File: src/rtl/ad_block_sequencer_if.sv
// rtl/ad_block_sequencer_if.sv - AD block offer/accept bundle between the sequencer and its consumer.
interface ad_block_sequencer_if #(
  parameter int RATE_BYTES = 8,
  parameter int LEN_W      = 8
);
  localparam int DL_W = $clog2(RATE_BYTES) + 1;

  logic             busy;
  logic             AD_read;
  logic [LEN_W-1:0] AD_len;
  logic             block_request;
  logic             AD_cntrl;
  logic [DL_W-1:0]  datalen;
  logic             last_block;
  logic             pad_block;
  logic             ad_done;
  logic [LEN_W-1:0] block_idx;

  modport master (
    input  busy, AD_read, AD_len,
    output block_request, AD_cntrl, datalen, last_block, pad_block, ad_done, block_idx
  );

  modport slave (
    output busy, AD_read, AD_len,
    input  block_request, AD_cntrl, datalen, last_block, pad_block, ad_done, block_idx
  );
endinterface

File: src/rtl/ad_block_sequencer.sv
// rtl/ad_block_sequencer.sv - splits associated data into rate-sized blocks plus optional padding block.
module ad_block_sequencer #(
  parameter int RATE_BYTES = 8,
  parameter int LEN_W      = 8
) (
  input  logic                 clk,
  input  logic                 nRST,
  ad_block_sequencer_if.master bus
);
  localparam int DL_W = $clog2(RATE_BYTES) + 1;
  localparam logic [LEN_W-1:0] RATE_L = LEN_W'(RATE_BYTES);

  typedef enum logic [1:0] {IDLE, ACTIVE, PAD, DONE} state_t;

  state_t           state;
  logic [LEN_W-1:0] rem;
  logic [LEN_W-1:0] idx;
  logic             done_flag;

  logic            short_blk;
  logic [DL_W-1:0] cur_len;

  // A short block is the final one; an exact multiple of the rate needs a trailing pad block.
  assign short_blk = (rem < RATE_L);
  assign cur_len   = short_blk ? DL_W'(rem) : DL_W'(RATE_BYTES);

  always_ff @(posedge clk or negedge nRST) begin
    if (!nRST) begin
      state     <= IDLE;
      rem       <= '0;
      idx       <= '0;
      done_flag <= 1'b0;
    end else if (!bus.busy) begin
      state     <= IDLE;
      rem       <= '0;
      idx       <= '0;
      done_flag <= 1'b0;
    end else begin
      case (state)
        IDLE: begin
          if (bus.AD_len == '0) begin
            state     <= DONE;
            done_flag <= 1'b1;
          end else begin
            rem   <= bus.AD_len;
            idx   <= '0;
            state <= ACTIVE;
          end
        end
        ACTIVE: begin
          if (bus.AD_read) begin
            rem <= rem - LEN_W'(cur_len);
            idx <= idx + LEN_W'(1);
            if (short_blk) begin
              state     <= DONE;
              done_flag <= 1'b1;
            end else if (rem == RATE_L) begin
              state <= PAD;
            end
          end
        end
        PAD: begin
          if (bus.AD_read) begin
            idx       <= idx + LEN_W'(1);
            state     <= DONE;
            done_flag <= 1'b1;
          end
        end
        DONE: begin
          done_flag <= 1'b0;
        end
        default: begin
          state <= IDLE;
        end
      endcase
    end
  end

  assign bus.block_request = (state == ACTIVE) || (state == PAD);
  assign bus.AD_cntrl      = (state == ACTIVE) || (state == PAD);
  assign bus.datalen       = (state == ACTIVE) ? cur_len : '0;
  assign bus.last_block    = ((state == ACTIVE) && short_blk) || (state == PAD);
  assign bus.pad_block     = (state == PAD);
  assign bus.ad_done       = done_flag;
  assign bus.block_idx     = idx;
endmodule

File: src/flat_wrapper.sv
// flat-port wrapper written by rule: the top's interface ports become plain ports
module ad_block_sequencer_flat 
#(
  parameter int RATE_BYTES = 8,
  parameter int LEN_W      = 8
)
  (clk, nRST, bus_busy, bus_AD_read, bus_AD_len, bus_block_request, bus_AD_cntrl, bus_datalen, bus_last_block, bus_pad_block, bus_ad_done, bus_block_idx);
  ad_block_sequencer_if #(.RATE_BYTES(RATE_BYTES), .LEN_W(LEN_W)) bus_i ();
  input  logic clk;
  input  logic nRST;
  input wire logic [$bits(bus_i.busy)-1:0] bus_busy;
  input wire logic [$bits(bus_i.AD_read)-1:0] bus_AD_read;
  input wire logic [$bits(bus_i.AD_len)-1:0] bus_AD_len;
  output wire logic [$bits(bus_i.block_request)-1:0] bus_block_request;
  output wire logic [$bits(bus_i.AD_cntrl)-1:0] bus_AD_cntrl;
  output wire logic [$bits(bus_i.datalen)-1:0] bus_datalen;
  output wire logic [$bits(bus_i.last_block)-1:0] bus_last_block;
  output wire logic [$bits(bus_i.pad_block)-1:0] bus_pad_block;
  output wire logic [$bits(bus_i.ad_done)-1:0] bus_ad_done;
  output wire logic [$bits(bus_i.block_idx)-1:0] bus_block_idx;
  assign bus_i.busy = bus_busy;
  assign bus_i.AD_read = bus_AD_read;
  assign bus_i.AD_len = bus_AD_len;
  assign bus_block_request = bus_i.block_request;
  assign bus_AD_cntrl = bus_i.AD_cntrl;
  assign bus_datalen = bus_i.datalen;
  assign bus_last_block = bus_i.last_block;
  assign bus_pad_block = bus_i.pad_block;
  assign bus_ad_done = bus_i.ad_done;
  assign bus_block_idx = bus_i.block_idx;
  ad_block_sequencer #(.RATE_BYTES(RATE_BYTES), .LEN_W(LEN_W)) u_core (.clk(clk), .nRST(nRST), .bus(bus_i));
endmodule
File: config.mk
export PLATFORM = sky130hd
export DESIGN_NAME = ad_block_sequencer_flat
export DESIGN_NICKNAME = d
export VERILOG_FILES = /design/src/rtl/ad_block_sequencer_if.sv /design/src/rtl/ad_block_sequencer.sv /design/src/flat_wrapper.sv
export SDC_FILE = /design/constraint.sdc
export NUM_CORES = 1
export LEC_CHECK = 0
export CORE_ASPECT_RATIO = 0.75
export CORE_MARGIN = 2
export CORE_UTILIZATION = 55
export CTS_CLUSTER_SIZE = 20
export DETAILED_ROUTE_END_ITERATION = 10
export GPL_ROUTABILITY_DRIVEN = 0
export PLACE_DENSITY = 0.85
export SYNTH_ARGS = -nofsm -noshare
export SYNTH_HDL_FRONTEND = slang
export SYNTH_SLANG_ARGS = --single-unit
File: constraint.sdc
create_clock -name clk -period 4.45 [get_ports clk]
set_input_delay 1.335 -clock clk [delete_from_list [all_inputs] [get_ports clk]]
set_output_delay 1.335 -clock clk [all_outputs]
set_load 0.1 [all_outputs]
======== Yosys cells after proc, flatten, opt, wreduce, memory -nomap -nowiden ========
Index checks and enable logic that the tools add are counted.
word-level totals
  flip-flop bits (word level) ............. 19
  bits of input ports ..................... 12
  output and inout bits ................... 17
  word-level logic and storage cells ...... 54
cells by class
  add/sub/neg operators ................... 2
  magnitude comparators ................... 1
  equal/unequal tests ..................... 14
  multiplexer cells ....................... 23
  reduce and logical (&&, ||, !) cells .... 10
operator list
  cell                 number
  $mux 8               6
  $pmux 8 s2           2
  $mux 2               6
  $ne 3x2->1 const B   4
  $ne 3x3->1 const B   3
  $add 8x1->8 const B  1
  $eq 8x4->1 const B   1
  $logic_not 8->1      1
  $lt 8x4->1 const B   1
  $mux 4               2
  $reduce_and 4->1     2
  $sub 8x4->8          1
  $pmux 2 s3           1
  $reduce_and 3->1     2
  $mux 1               5
  $eq 2x2->1 const B   2
  $ne 4x1->1 const B   1
  $ne 4x2->1 const B   1
  $pmux 1 s4           1
  $ne 3x1->1 const B   1
  $eq 2x1->1 const B   1
  $logic_not 2->1      1
  $logic_or 1x1->1     2
  $reduce_or 2->1      1
  $logic_and 1x1->1    1

======== Longest topological paths before layout ========
  depth after elaboration ................. 6
  mapped depth ............................ 9
  gate-level depth less buffers ........... 8

======== Worst setup path before layout ========
Ideal clock, no wire load.
  path kind ............................... register to output
  start ................................... register u_core.state[1]
  end ..................................... output bus_datalen[3]
  data arrival time ....................... 2.556 ns
  data required time ...................... 3.115 ns
  setup slack ............................. 0.559 ns
  cell stages (with the launch flop) ...... 6
  buffers on the path ..................... 1
  cell sequence ........................... dfrtp_1 > inv_1 > ha_1 > buf_6 > clkinv_1 > a21oi_1
on the way
  longest elaborated chain between the ends .. 2
ends and longest elaborated chain
  what                      line                      RTL
  start: declaration        ad_block_sequencer.sv:15  state_t state;
  start signal: assignment  ad_block_sequencer.sv:29  state <= IDLE;
  start signal: assignment  ad_block_sequencer.sv:34  state <= IDLE;
  start signal: assignment  ad_block_sequencer.sv:42  state <= DONE;
  $eq 2x1->1                ad_block_sequencer.sv:81  assign bus.datalen = (state == ACTIVE) ? cur_len : '0;
  $mux 4                    ad_block_sequencer.sv:81
  end: declaration          flat_wrapper.sv:16        output wire logic [$bits(bus_i.datalen)-1:0] bus_datalen;
No other way between the ends.

======== Worst setup path in the final report ========
Same ends and word-level chain as after synthesis.

==> impl_results.rst <==
.. list-table::
   :header-rows: 1

   * - Metric
     - Value
   * - Type of the setup path with the least slack
     - reg2out
   * - Logic depth of the worst path, buffers included
     - 5
   * - Maximum level of the CTS H-tree
     - 1
   * - Hold Startpoint
     - u_core.bus.ad_done
   * - Critical path cell sequence
     - inv_1, ha_1, clkinv_1, a21oi_1, buf_4
   * - Routed Wire Length
     - 3681 um
   * - Final setup violation count
     - 0
   * - Final Hold Viols
     - 0
   * - Required @ worst endpoint
     - 3.12 ns
   * - Antenna cell count
     - 0
   * - Fraction of registers with async set or reset after synthesis
     - 1.000
   * - Synthesized Nets
     - 180
   * - Count of different cell masters after synthesis
     - 47
   * - Setup TNS
     - 0 ns
   * - Number of cell instances on the worst register-to-register path
     - 6
   * - Max stage delay on crit path
     - 0.56 ns
   * - CTS-repair resized insts
     - 0
   * - Number of buffer and inverter instances along the worst setup path
     - 3
   * - Tot GR Track Use
     - 0.2638
   * - Maximum number of pins on one net before global-route repair
     - 23
   * - Post-CTS Hold Buffers
     - 0
   * - Remaining global-route overflow
     - 0
   * - FMAX
     - 255.8 MHz
   * - Cell with the largest stage delay on the worst path
     - sky130_fd_sc_hd__ha_1
   * - First-pass iteration count of the detailed router
     - 4
   * - Slew at the pin with the worst max-slew slack
     - 0.9814 ns
   * - GR Util met3
     - 0.04157
   * - Reg clk slew, reported paths
     - 0.12 ns
   * - Number of enable flip-flop cells after synthesis
     - 0
   * - DRC marker count from the first detailed-route iteration
     - 104
   * - R2R Setup Slk
     - 1.92 ns
   * - Routing layer with the top usage in global route
     - met2
   * - Clk Tree Root Cell
     - sky130_fd_sc_hd__clkbuf_4
   * - Share of final-layout standard cells stronger than drive strength 1
     - 0.1135
   * - Final core utilization
     - 0.7176
   * - Gate Count Post-Synth
     - 162
   * - Number of global-route vias before repair
     - 1219
   * - Seq cells post-synth
     - 19
   * - Number of nets in the layout
     - 204
   * - Area Growth Syn to Fin
     - 19.91%
   * - Count of final max-slew check failures
     - 0
   * - # IOs
     - 29
   * - Critical path startpoint category
     - flip-flop
   * - Status
     - completed
   * - Avg Cell Area, Syn
     - 8.805 um2
   * - Clk sink count
     - 19
   * - Clock Skew
     - 0.009365 ns
   * - Number of cells on the worst hold path
     - 2
   * - Total leakage power
     - 0.7055 nW
   * - Post-DR wirelength/cell
     - 16.81 um
   * - Count of warnings emitted by yosys
     - 0
   * - Remaining design rule violation count
     - 0
   * - Unrepaired setup endpoints after global routing
     - false
   * - Mapped Area
     - 0.001426 mm2
   * - Largest fanout on the critical path
     - 20
   * - Deepest clock path buffer count
     - 2
   * - Final worst path period share
     - 0.8786
   * - Number of core rows
     - 15
   * - Horizontal die dimension
     - 62.81 um
   * - Wire length of the first global-routing pass
     - 6051 um
   * - Worst endpoint data arrival time
     - 2.57 ns
   * - Cell Count Post-Placement
     - 215
   * - Worst-case headroom to the max-slew limit
     - 0.3437
   * - Via Count
     - 1394
   * - Initial antenna violation count
     - 0
   * - Beginning of the critical path
     - u_core.state[1]
   * - CTS tree
     - done
   * - Peak supply drop
     - 0.3833 mV
   * - Input/output buffers
     - 28
   * - MaxCap Viol Count
     - 0
   * - Shortest clock period the worst path allows after layout
     - 3.910 ns
   * - Ranking of synthesized cells by area
     - sky130_fd_sc_hd__dfrtp_1, sky130_fd_sc_hd__ha_1, sky130_fd_sc_hd__nor4_4
   * - Sum of net half-perimeters after detailed placement
     - 2730 um
   * - Most area-hungry cell type in the Yosys netlist
     - sky130_fd_sc_hd__dfrtp_1
   * - Sequential fraction of the synthesis area
     - 0.3333
   * - Final Non-Filler Cells
     - 219
   * - Y dimension of the die
     - 48.10 um
   * - Met1 demand-to-capacity share in global routing
     - 0.3802
   * - Worst Hold Class
     - reg2reg
   * - Met2 Usage GRT
     - 0.4280
   * - Initial Util
     - 0.5984
   * - Power density over the cells
     - 695.7 mW/mm2
   * - Die ar.
     - 0.003021 mm2
   * - Clock latency on the worst-skew pair
     - 0.31 ns
   * - Remaining antenna violation count after routing
     - 0
   * - Endpoint class of the critical path
     - primary output
   * - Floorplan core area
     - 0.002384 mm2
   * - Number of setup buffers added after CTS
     - 0
   * - Top flip-flop cell by instance count after synthesis
     - sky130_fd_sc_hd__dfrtp_1
   * - Number of buffers created by CTS
     - 3
   * - Beginning of the worst register-to-register path
     - u_core.state[1]
   * - Area share of the largest cell type after synthesis
     - 0.3333
   * - Cell family with the largest share of critical-path delay
     - buffers and inverters
   * - Ratio of routed vias to standard cells
     - 6.365
-- tightest hold or removal path: cells and delay by family, from the launching register on --
family | cells | cell delay [ns]
flops | 1 | 0.40
mux | 1 | 0.06
simple gates | 1 | 0.07
-- power breakdown --
group	switching [W]	total (W)	internal, W	leakage, nW
logic	0.000575	0.000810	0.000235	0.433
clock network	0.0000572	0.0000908	0.0000336	0.0177
registers	0.0000751	0.000289	0.000214	0.255
-- state kept, by name, summed over array words and instances, names as in the netlist --
signal,cells
u_core.bus.block_idx,8
u_core.bus.ad_done,1
u_core.rem,8
u_core.state,2
-- through the flow --
step / cell area [um2] / power (W) / hold slack [ns] / setup WS, ns
5_1_grt: 1710 / 0.001261 / 0.6306 / 0.3815
3_5_place_dp: 1683 / 0.001090 / 0.5589 / 0.9576
6_report: 1710 / 0.001190 / 0.5642 / 0.5402
4_1_cts: 1710 / 0.001182 / 0.5760 / 0.5938
2_1_floorplan: 1426 / 0.0009404 / 0.5377 / 0.5587
3_3_place_gp: 1683 / 0.001065 / 0.5236 / 1.046
-- placed cells by master, fill, tap and decap left out, drive strengths merged, types with 2 or more instances in the layout --
cell	count
a2111oi	2
a211oi	2
a21oi	5
a22oi	2
a311oi	2
a31oi	3
a32o	5
and3	3
buf	9
clkbuf	3
clkdlybuf4s50	20
clkinv	2
dfrtp	19
ha	6
inv	10
mux2i	4
nand2	14
nand2b	6
nand3	9
nand4	2
nor2	8
nor2b	2
nor3	8
nor3b	2
nor4	5
o211ai	3
o21ai	11
o22ai	2
o2bb2ai	3
-- path summary, 6_finish.rpt --
| kind | endpoint |
|---|---|
| max in group asynchronous | u_core.bus.block_idx[2] |
| min in group asynchronous | u_core.rem[4] |
| min reg2reg | u_core.bus.ad_done |
| max | bus_datalen[3] |
| max reg2reg | u_core.bus.block_idx[2] |
| min | u_core.bus.ad_done |
-- Yosys cell counts (all sizes together) (3+ instances only) --
library cell   n
o211ai         3
o21ai         11
a21oi          5
nand2b         6
a31oi          3
o2bb2ai        3
clkbuf         4
dfrtp         19
buf            6
a32o           5
nand2         14
nor2           8
ha             6
inv           10
mux2i          4
nor3           8
nor4           5
nand3          9
and3           3
-- per-layer routing --
layer | routed length, um | up-vias | part of all wire
met5 | 0 | - | 0
met4 | 43 | 0 | 0.012
met3 | 258 | 7 | 0.070
met2 | 1637 | 56 | 0.44
met1 | 1742 | 678 | 0.47
li1 | - | 653 | -
-- area by class of cell --
cell class / instances / area [um2]
fill: 201 / 673.1
multi-input combinational: 122 / 855.8
clock inverter: 1 / 5.005
sequential: 19 / 475.5
tap: 34 / 42.54
clock buffer: 3 / 22.52
timing repair buffer: 29 / 267.8
inverter: 11 / 41.29
-- logic make-up after synthesis --
kind of cell | after synthesis | share of synthesized area
and+or+nand+nor | 63 | 0.2605
adders and majority gates | 6 | 0.05263
other | 1 | 0.002629
DFF | 19 | 0.3333
AOI/OAI and AO/OA | 48 | 0.2562
buffers and inverters | 21 | 0.06667
muxes | 4 | 0.02807
No activity file was read; power rests on OpenSTA's default activity.
